$ cat src/rtl/pwm_capture_if.sv
// Custom-instruction handshake shared by the PWM capture unit and its CPU-side master.
interface pwm_capture_if;
  logic        start;
  logic [7:0]  ci_n;
  logic [31:0] value_a;
  logic [31:0] value_b;
  logic        done;
  logic [31:0] result;

  modport master (output start, ci_n, value_a, value_b, input done, result);
  modport slave  (input start, ci_n, value_a, value_b, output done, result);
endinterface

$ cat src/rtl/pwm_capture.sv
// Two-channel PWM input capture: measures high time and rise-to-rise period in clock cycles,
// read back through the custom-instruction handshake.
module pwm_capture #(
  parameter logic [7:0]  CustomId = 8'h00,
  parameter int unsigned CntWidth = 20
) (
  input  logic         clock,
  input  logic         reset,
  input  logic [1:0]   pwm_i,
  pwm_capture_if.slave ci
);

  typedef enum logic [1:0] {StIdle, StHigh, StLow} state_e;

  localparam logic [CntWidth-1:0] CntMax = '1;
  localparam logic [CntWidth-1:0] CntOne = CntWidth'(1);

  logic [1:0]          s1_q, s2_q, s3_q;
  logic [1:0]          rise, fall;
  logic [1:0]          wv_q, pv_q, tmo_q;
  state_e              st_q       [2];
  logic [CntWidth-1:0] hi_cnt_q   [2];
  logic [CntWidth-1:0] per_cnt_q  [2];
  logic [CntWidth-1:0] width_q    [2];
  logic [CntWidth-1:0] period_q   [2];

  logic sel, clr_en;

  assign sel    = ci.start && (ci.ci_n == CustomId);
  assign clr_en = sel && ci.value_a[3];
  assign rise   = s2_q & ~s3_q;
  assign fall   = ~s2_q & s3_q;

  always_ff @(posedge clock) begin
    if (reset) begin
      s1_q  <= '0;
      s2_q  <= '0;
      s3_q  <= '0;
      wv_q  <= '0;
      pv_q  <= '0;
      tmo_q <= '0;
      for (int ch = 0; ch < 2; ch++) begin
        st_q[ch]      <= StIdle;
        hi_cnt_q[ch]  <= '0;
        per_cnt_q[ch] <= '0;
        width_q[ch]   <= '0;
        period_q[ch]  <= '0;
      end
    end else begin
      s1_q <= pwm_i;
      s2_q <= s1_q;
      s3_q <= s2_q;
      for (int ch = 0; ch < 2; ch++) begin
        // Clear first so a capture in the same cycle overrides it.
        if (clr_en && ci.value_b[ch]) begin
          wv_q[ch]  <= 1'b0;
          pv_q[ch]  <= 1'b0;
          tmo_q[ch] <= 1'b0;
        end
        unique case (st_q[ch])
          StIdle: begin
            if (rise[ch]) begin
              hi_cnt_q[ch]  <= CntOne;
              per_cnt_q[ch] <= CntOne;
              st_q[ch]      <= StHigh;
            end
          end
          StHigh: begin
            if (fall[ch]) begin
              width_q[ch]   <= hi_cnt_q[ch];
              wv_q[ch]      <= 1'b1;
              per_cnt_q[ch] <= per_cnt_q[ch] + CntOne;
              st_q[ch]      <= StLow;
            end else if (per_cnt_q[ch] == CntMax) begin
              tmo_q[ch] <= 1'b1;
              wv_q[ch]  <= 1'b0;
              pv_q[ch]  <= 1'b0;
              st_q[ch]  <= StIdle;
            end else begin
              hi_cnt_q[ch]  <= hi_cnt_q[ch] + CntOne;
              per_cnt_q[ch] <= per_cnt_q[ch] + CntOne;
            end
          end
          StLow: begin
            if (rise[ch]) begin
              period_q[ch]  <= per_cnt_q[ch];
              pv_q[ch]      <= 1'b1;
              hi_cnt_q[ch]  <= CntOne;
              per_cnt_q[ch] <= CntOne;
              st_q[ch]      <= StHigh;
            end else if (per_cnt_q[ch] == CntMax) begin
              tmo_q[ch] <= 1'b1;
              wv_q[ch]  <= 1'b0;
              pv_q[ch]  <= 1'b0;
              st_q[ch]  <= StIdle;
            end else begin
              per_cnt_q[ch] <= per_cnt_q[ch] + CntOne;
            end
          end
          default: st_q[ch] <= StIdle;
        endcase
      end
    end
  end

  function automatic logic [31:0] fmt(input logic v, input logic t,
                                      input logic [CntWidth-1:0] val);
    return {v, t, 10'b0, 20'(val)};
  endfunction

  logic [31:0] rd_data;

  always_comb begin
    rd_data = '0;
    unique case (ci.value_a[2:0])
      3'd0:    rd_data = fmt(wv_q[0], tmo_q[0], width_q[0]);
      3'd1:    rd_data = fmt(pv_q[0], tmo_q[0], period_q[0]);
      3'd2:    rd_data = fmt(wv_q[1], tmo_q[1], width_q[1]);
      3'd3:    rd_data = fmt(pv_q[1], tmo_q[1], period_q[1]);
      3'd4:    rd_data = {24'b0, s2_q, tmo_q, pv_q, wv_q};
      default: rd_data = '0;
    endcase
  end

  assign ci.done   = sel;
  assign ci.result = sel ? rd_data : 32'h0;

  logic unused_vals;
  assign unused_vals = ^{ci.value_a[31:4], ci.value_b[31:2]};

endmodule

$ cat src/flat_wrapper.sv
// flat-port wrapper written by rule: the top's interface ports become plain ports
module pwm_capture_flat 
#(
  parameter logic [7:0]  CustomId = 8'h00,
  parameter int unsigned CntWidth = 20
)
  (clock, reset, pwm_i, ci_start, ci_ci_n, ci_value_a, ci_value_b, ci_done, ci_result);
  pwm_capture_if ci_i ();
  input  logic clock;
  input  logic reset;
  input  logic [1:0] pwm_i;
  input wire logic [$bits(ci_i.start)-1:0] ci_start;
  input wire logic [$bits(ci_i.ci_n)-1:0] ci_ci_n;
  input wire logic [$bits(ci_i.value_a)-1:0] ci_value_a;
  input wire logic [$bits(ci_i.value_b)-1:0] ci_value_b;
  output wire logic [$bits(ci_i.done)-1:0] ci_done;
  output wire logic [$bits(ci_i.result)-1:0] ci_result;
  assign ci_i.start = ci_start;
  assign ci_i.ci_n = ci_ci_n;
  assign ci_i.value_a = ci_value_a;
  assign ci_i.value_b = ci_value_b;
  assign ci_done = ci_i.done;
  assign ci_result = ci_i.result;
  pwm_capture #(.CustomId(CustomId), .CntWidth(CntWidth)) u_core (.clock(clock), .reset(reset), .pwm_i(pwm_i), .ci(ci_i));
endmodule
$ cat config.mk
export PLATFORM = sky130hd
export DESIGN_NAME = pwm_capture_flat
export DESIGN_NICKNAME = d
export VERILOG_FILES = /design/src/rtl/pwm_capture_if.sv /design/src/rtl/pwm_capture.sv /design/src/flat_wrapper.sv
export SDC_FILE = /design/constraint.sdc
export NUM_CORES = 1
export LEC_CHECK = 0
export ABC_CLOCK_PERIOD_IN_PS = 3550
export CORE_ASPECT_RATIO = 1.4
export CORE_MARGIN = 8
export CORE_UTILIZATION = 30
export DETAILED_ROUTE_END_ITERATION = 8
export PLACE_DENSITY = 0.58
export SYNTH_ARGS = -nofsm -noshare
export SYNTH_HDL_FRONTEND = slang
export SYNTH_SLANG_ARGS = --single-unit
export TNS_END_PERCENT = 1
$ cat constraint.sdc
create_clock -name clock -period 3.55 [get_ports clock]
set_clock_uncertainty 0.15 [all_clocks]
set_input_delay 0.71 -clock clock [delete_from_list [all_inputs] [get_ports clock]]
set_output_delay 0.71 -clock clock [all_outputs]
set_load 0.02 [all_outputs]
## Word level (Yosys, flattened, before mapping)

Memories as Yosys holds them, arrays and structs flattened.
Cells that the tools add are included.

- Memories kept: 5
- Register bits after elaboration: 12
- Input port bits: 77
- Output and inout port bits: 33
- Bits in writable memories: 164
- Logic and storage cells: 201

Memory list:

| memory | depth | width | read ports | clocked after Yosys merged registers in | wr ports | line | source |
|---|---|---|---|---|---|---|---|
| u_core.hi_cnt_q | 2 | 20 | 2 | 0 | 2 | pwm_capture.sv:22 | `logic [CntWidth-1:0] hi_cnt_q [2];` |
| u_core.per_cnt_q | 2 | 20 | 2 | 0 | 2 | pwm_capture.sv:23 | `logic [CntWidth-1:0] per_cnt_q [2];` |
| u_core.period_q | 2 | 20 | 2 | 0 | 2 | pwm_capture.sv:25 | `logic [CntWidth-1:0] period_q [2];` |
| u_core.width_q | 2 | 20 | 2 | 0 | 2 | pwm_capture.sv:24 | `logic [CntWidth-1:0] width_q [2];` |
| u_core.st_q | 2 | 2 | 2 | 0 | 2 | pwm_capture.sv:21 | `state_e st_q [2];` |

- Add/sub/neg operators: 4
- Equality and inequality tests: 10
- Reductions and logical operators: 10
- Bitwise operators: 36
- Multiplexer cells: 130

Operators by type and width:

| kind | number |
|---|---|
| 2-to-1 mux 20 bit | 20 |
| case mux 32 bit (5 select lines) | 1 |
| 2-to-1 mux 1 bit | 90 |
| adder 20 x 1 -> 20 bit (second input constant) | 4 |
| == test 20 bit (second input constant) | 2 |
| 2-to-1 mux 32 bit | 1 |
| bitwise OR 1 bit | 32 |
| 2-to-1 mux 2 bit | 12 |
| case mux 1 bit (2 select lines) | 6 |
| logical NOT 8 bit | 1 |
| == test 3 x 2 -> 1 bit (second input constant) | 2 |
| OR reduction 3 bit | 2 |
| AND 2 bit | 2 |
| == test 2 x 1 -> 1 bit (second input constant) | 2 |
| == test 2 bit (second input constant) | 2 |
| logical AND 1 bit | 4 |
| logical NOT 2 bit | 2 |
| inverter 2 bit | 2 |
| == test 3 x 1 -> 1 bit (second input constant) | 1 |
| == test 3 bit (second input constant) | 1 |
| logical NOT 3 bit | 1 |

## Logic depth before layout (Yosys ltp)

Gate-level depths: netlist (run 1).

- Depth in word-level cells: 12
- Gate-level depth with buffers: 8
- Gate-level depth less buffers: 7

## Worst setup path after synthesis (run 1)

No wires, ideal clock.

- Kind: in2out
- Start point: input port ci_ci_n[2]
- End point: output port ci_result[11]
- Setup slack: 0.510 ns
- Cell stages on the path: 6
- Buffers on the path: 2
- Arrival time: 2.180 ns
- Data required time: 2.690 ns
- Cell sequence: nor4_1 and4b_1 clkbuf_1 nand2b_1 clkbuf_1 nor2b_1

- Word-level cells in the longest chain between the ends: 3

RTL lines:

| item | line | source |
|---|---|---|
| start, declared | flat_wrapper.sv:13 | `input wire logic [$bits(ci_i.ci_n)-1:0] ci_ci_n;` |
| logical NOT 8 bit | pwm_capture.sv:29 | `assign sel = ci.start && (ci.ci_n == CustomId);` |
| logical AND 1 bit | pwm_capture.sv:29 |  |
| via ci_done | flat_wrapper.sv:16 | `output wire logic [$bits(ci_i.done)-1:0] ci_done;` |
| 2-to-1 mux 32 bit | pwm_capture.sv:126 | `assign ci.result = sel ? rd_data : 32'h0;` |
| end, declared | flat_wrapper.sv:17 | `output wire logic [$bits(ci_i.result)-1:0] ci_result;` |

The timed path passes the listed nets, and every way through them passes these cells.

## Final worst setup path (run 1)

- Start point: input port ci_ci_n[2]
- End point: output port ci_result[31]

- Word-level cells in the longest chain between the ends: 3

RTL lines:

| item | line |
|---|---|
| logical NOT 8 bit | pwm_capture.sv:29 |
| logical AND 1 bit | pwm_capture.sv:29 |
| 2-to-1 mux 32 bit | pwm_capture.sv:126 |

Every way passes these cells.

==> metrics, run 1 <==
outcome=complete, no violations; Cell Chain, Critical Path=clkdlybuf4s50_1 -> nor4_1 -> and4b_1 -> nand2b_1 -> buf_4 -> nor2b_1 -> clkdlybuf4s50_1; via count=6031; number of max-cap violations=0; setup bufs post-CTS=0; DIE AREA=36450 um2; top cells by area, synth=edfxtp_1 54%, nor2b_1 6.4%, nor2_1 5.1%; grt total ovfl=0; Overall Power=4.824 mW; CTS H-tree depth=4; crit start category=primary input; number of remaining DRC errors=0; Post-DP Area=10150 um2; largest net degree at the start of global routing=41; initial antenna violation count=0; die height=222.7 um; register area share after synthesis=56.40%; Least-Margin Pin Slew=727.7 ps; initial cell density of the core=30.50%; CP Data Required Time=2690 ps; setup TNS=0 ps; ys flop type=edfxtp_1; placed cells=1214; # setup viols final=0; clk slew on worst S/H paths=60 ps; total track usage=11.58%; Row Count=75; Antenna Nets Post-Route=0; share of layout cells above drive strength 1=11.05%; first-pass GRT wire length=32690 um; CP endpoint kind=output pin; pre-CTS setup slack=-107.1 ps; Avg Inst Size Synth=11.53 um2; number of distinct library cells after synthesis=59; Async SR Flop Fraction=0%; Setup CP Type=primary input to output pin; achievable frequency=0.2889 GHz; Max VDD drop=374.1 uV; complex-gate fraction of the synthesized area=5.670%; hold crit path type=flop to flop; Initial DRT Pass Iterations=5; Relative slew margins=51.12%; Worst Path Buf+Inv=3; Crit path arrival time=2600 ps; final setup margin=89.01 ps; post-DP HPWL=15190 um; Layout Utilization=35.71%; Post-Syn Area=9158 um2; Tcrit/Tclk final=97.49%; worst hold slack=293.8 ps; Critical Path Max Stage Delay=610 ps; core area=30030 um2; area grow syn2layout=17.09%; #FFs+latches synth=176; die width=163.7 um; crit path max fanout=2; main combinational cell family by area after synthesis=simple AND/OR/NAND/NOR gates; CP delay by family, top=buffers and inverters; slowest cell on the critical path=clkdlybuf4s50_1; post-layout min period=3461 ps; Via-to-Cell Ratio=4.844; post-synthesis mux area share=4.290%; CTS tree=yes; Fill cells=2946; Finished Cell Area=10720 um2; area leader, netlist=edfxtp_1; PwrDens=449.9 nW/um2; fin cells=1245; Post-synth EDFFs=164; Syn Inst Count=794; CTS root buf=clkbuf_16; Post-Synth Simple-Gate Area=21.77%; DRT iter0 DRCs=250; Total Wirelength=20770 um; number of global-route vias before repair=5938; post-synthesis xor/xnor area fraction=6.886%; Clock Tree Buf Depth=2; Max Slew Vio Count=0; Synthesis Warnings=0; Nets=937; Post-CTS Hold Fix Bufs=0; top cell type's share of synthesized area=53.78%; wire per inst=16.68 um; antenna diode count=0; Leak=3.747 nW; Top cell by count, worst path=clkdlybuf4s50_1; # port buffers=41; Hold Fails Final Rpt=0; TritonCTS buffer count=17; routability cong.=0.7830; clock sink count=176; RSZ-0062 raised after global routing=false; Worst-Skew Late Latency=430 ps; I/O pins=110; adder-cell area share of the yosys netlist=1.640%
-- power breakdown --
group | total [mW] | internal (mW) | switching, mW
registers | 2.53 | 2.41 | 0.117
clock network | 1.88 | 1.05 | 0.831
logic | 0.418 | 0.191 | 0.227
-- area by class of cell --
type | count | area (um2) | share of cell area (%)
tap | 385 | 481.7 | 4.492
timing repair buffer | 71 | 688.2 | 6.418
inverter | 20 | 75.07 | 0.7001
multi-input combinational | 562 | 3729 | 34.77
sequential | 176 | 5165 | 48.17
clock buffer | 17 | 425.4 | 3.967
clock inverter | 14 | 158.9 | 1.482
-- flip-flops by register name, summed over array words and instances, names as in the netlist --
| signal | flops |
|---|---|
| u_core.s2_q | 2 |
| u_core.per_cnt_q | 40 |
| u_core.period_q | 40 |
| u_core.tmo_q | 2 |
| u_core.pv_q | 2 |
| u_core.width_q | 40 |
| u_core.s1_q | 2 |
| u_core.wv_q | 2 |
| u_core.hi_cnt_q | 40 |
| u_core.s3_q | 2 |
| u_core.st_q | 4 |
-- per-layer routing --
metal / GRT usage, % / vias to the layer above / share of wire, %
li1: - / 2919 / -
met1: 13.12 / 2948 / 41
met2: 20.54 / 125 / 53
met3: 1.647 / 39 / 2.9
met4: 6.086 / 0 / 3.5
met5: 0 / - / 0
-- layout by cell type, fill, tap and decap left out, types with 7 or more instances in the layout --
| cell | count |
|---|---|
| dlygate4sd2_1 | 16 |
| mux2_2 | 8 |
| conb_1 | 10 |
| clkdlybuf4s50_1 | 21 |
| ha_1 | 12 |
| clkbuf_16 | 17 |
| xor2_1 | 39 |
| inv_1 | 20 |
| a22oi_1 | 16 |
| and4_1 | 10 |
| nand3_1 | 30 |
| nor3_1 | 9 |
| nor2b_1 | 94 |
| xnor2_1 | 33 |
| edfxtp_1 | 164 |
| o21ai_0 | 10 |
| and3_1 | 13 |
| mux4_2 | 13 |
| o22a_1 | 8 |
| dfxtp_1 | 12 |
| a31oi_1 | 7 |
| nand2b_1 | 11 |
| buf_4 | 25 |
| nor2_1 | 122 |
| nand4_1 | 15 |
| nand2_1 | 38 |
-- worst reg2reg max path, stage by stage, from the launching register on --
cell and delay [ps]:
edfxtp_1 410, ha_1 240, nand3_2 130, nor4_4 690
a211oi_2 210, o21ai_4 470, nor2_1 120
-- cells in the mapped netlist, types with 13 or more instances --
cell type  number
edfxtp_1      164
nor2_1        124
nor2b_1        94
xor2_1         39
nand2_1        38
xnor2_1        33
nand3_1        30
clkbuf_1       25
inv_1          20
a22oi_1        16
nand4_1        15
and3_1         13
mux4_2         13
-- final timing paths --
path / from / end / slack (ps) / depth (start not counted)
max: ci_ci_n[2] / ci_result[31] / 90 / 7
min: u_core.s1_q[0] / u_core.s2_q[0] / 290 / 1
max reg2reg: u_core.per_cnt_q[1][0] / u_core.per_cnt_q[1][16] / 880 / 6
min reg2reg: u_core.s1_q[0] / u_core.s2_q[0] / 290 / 1
-- cell families (layout without fill, tap and decap cells) --
family,after synthesis,in the layout
XOR/XNOR,72,72
adder cells (fa/ha/maj),12,12
other,1,10
flip-flops,176,176
buffers and inverters,65,122
AO/OA/AOI/OAI,69,69
AND/OR/NAND/NOR,377,377
multiplexers,22,22
-- timing repair --
action | 4_1_cts | 5_1_grt
pin swaps | 0 | 0
setup endpoints to repair | 16 | 4
gates resized for setup | 16 | 4
Note: power is estimated with default switching activity, not from simulation.
==> inputs of run 2 (changes only) <==
--- a/config.mk
+++ b/config.mk
@@ -10,6 +10,7 @@
 export CORE_MARGIN = 8
 export CORE_UTILIZATION = 30
 export DETAILED_ROUTE_END_ITERATION = 8
+export GPL_ROUTABILITY_DRIVEN = 1
 export PLACE_DENSITY = 0.58
 export SYNTH_ARGS = -nofsm -noshare
 export SYNTH_HDL_FRONTEND = slang
==> results of run 2 <==
Same layout as run 1: the final DEF is identical, and so are final timing and power.
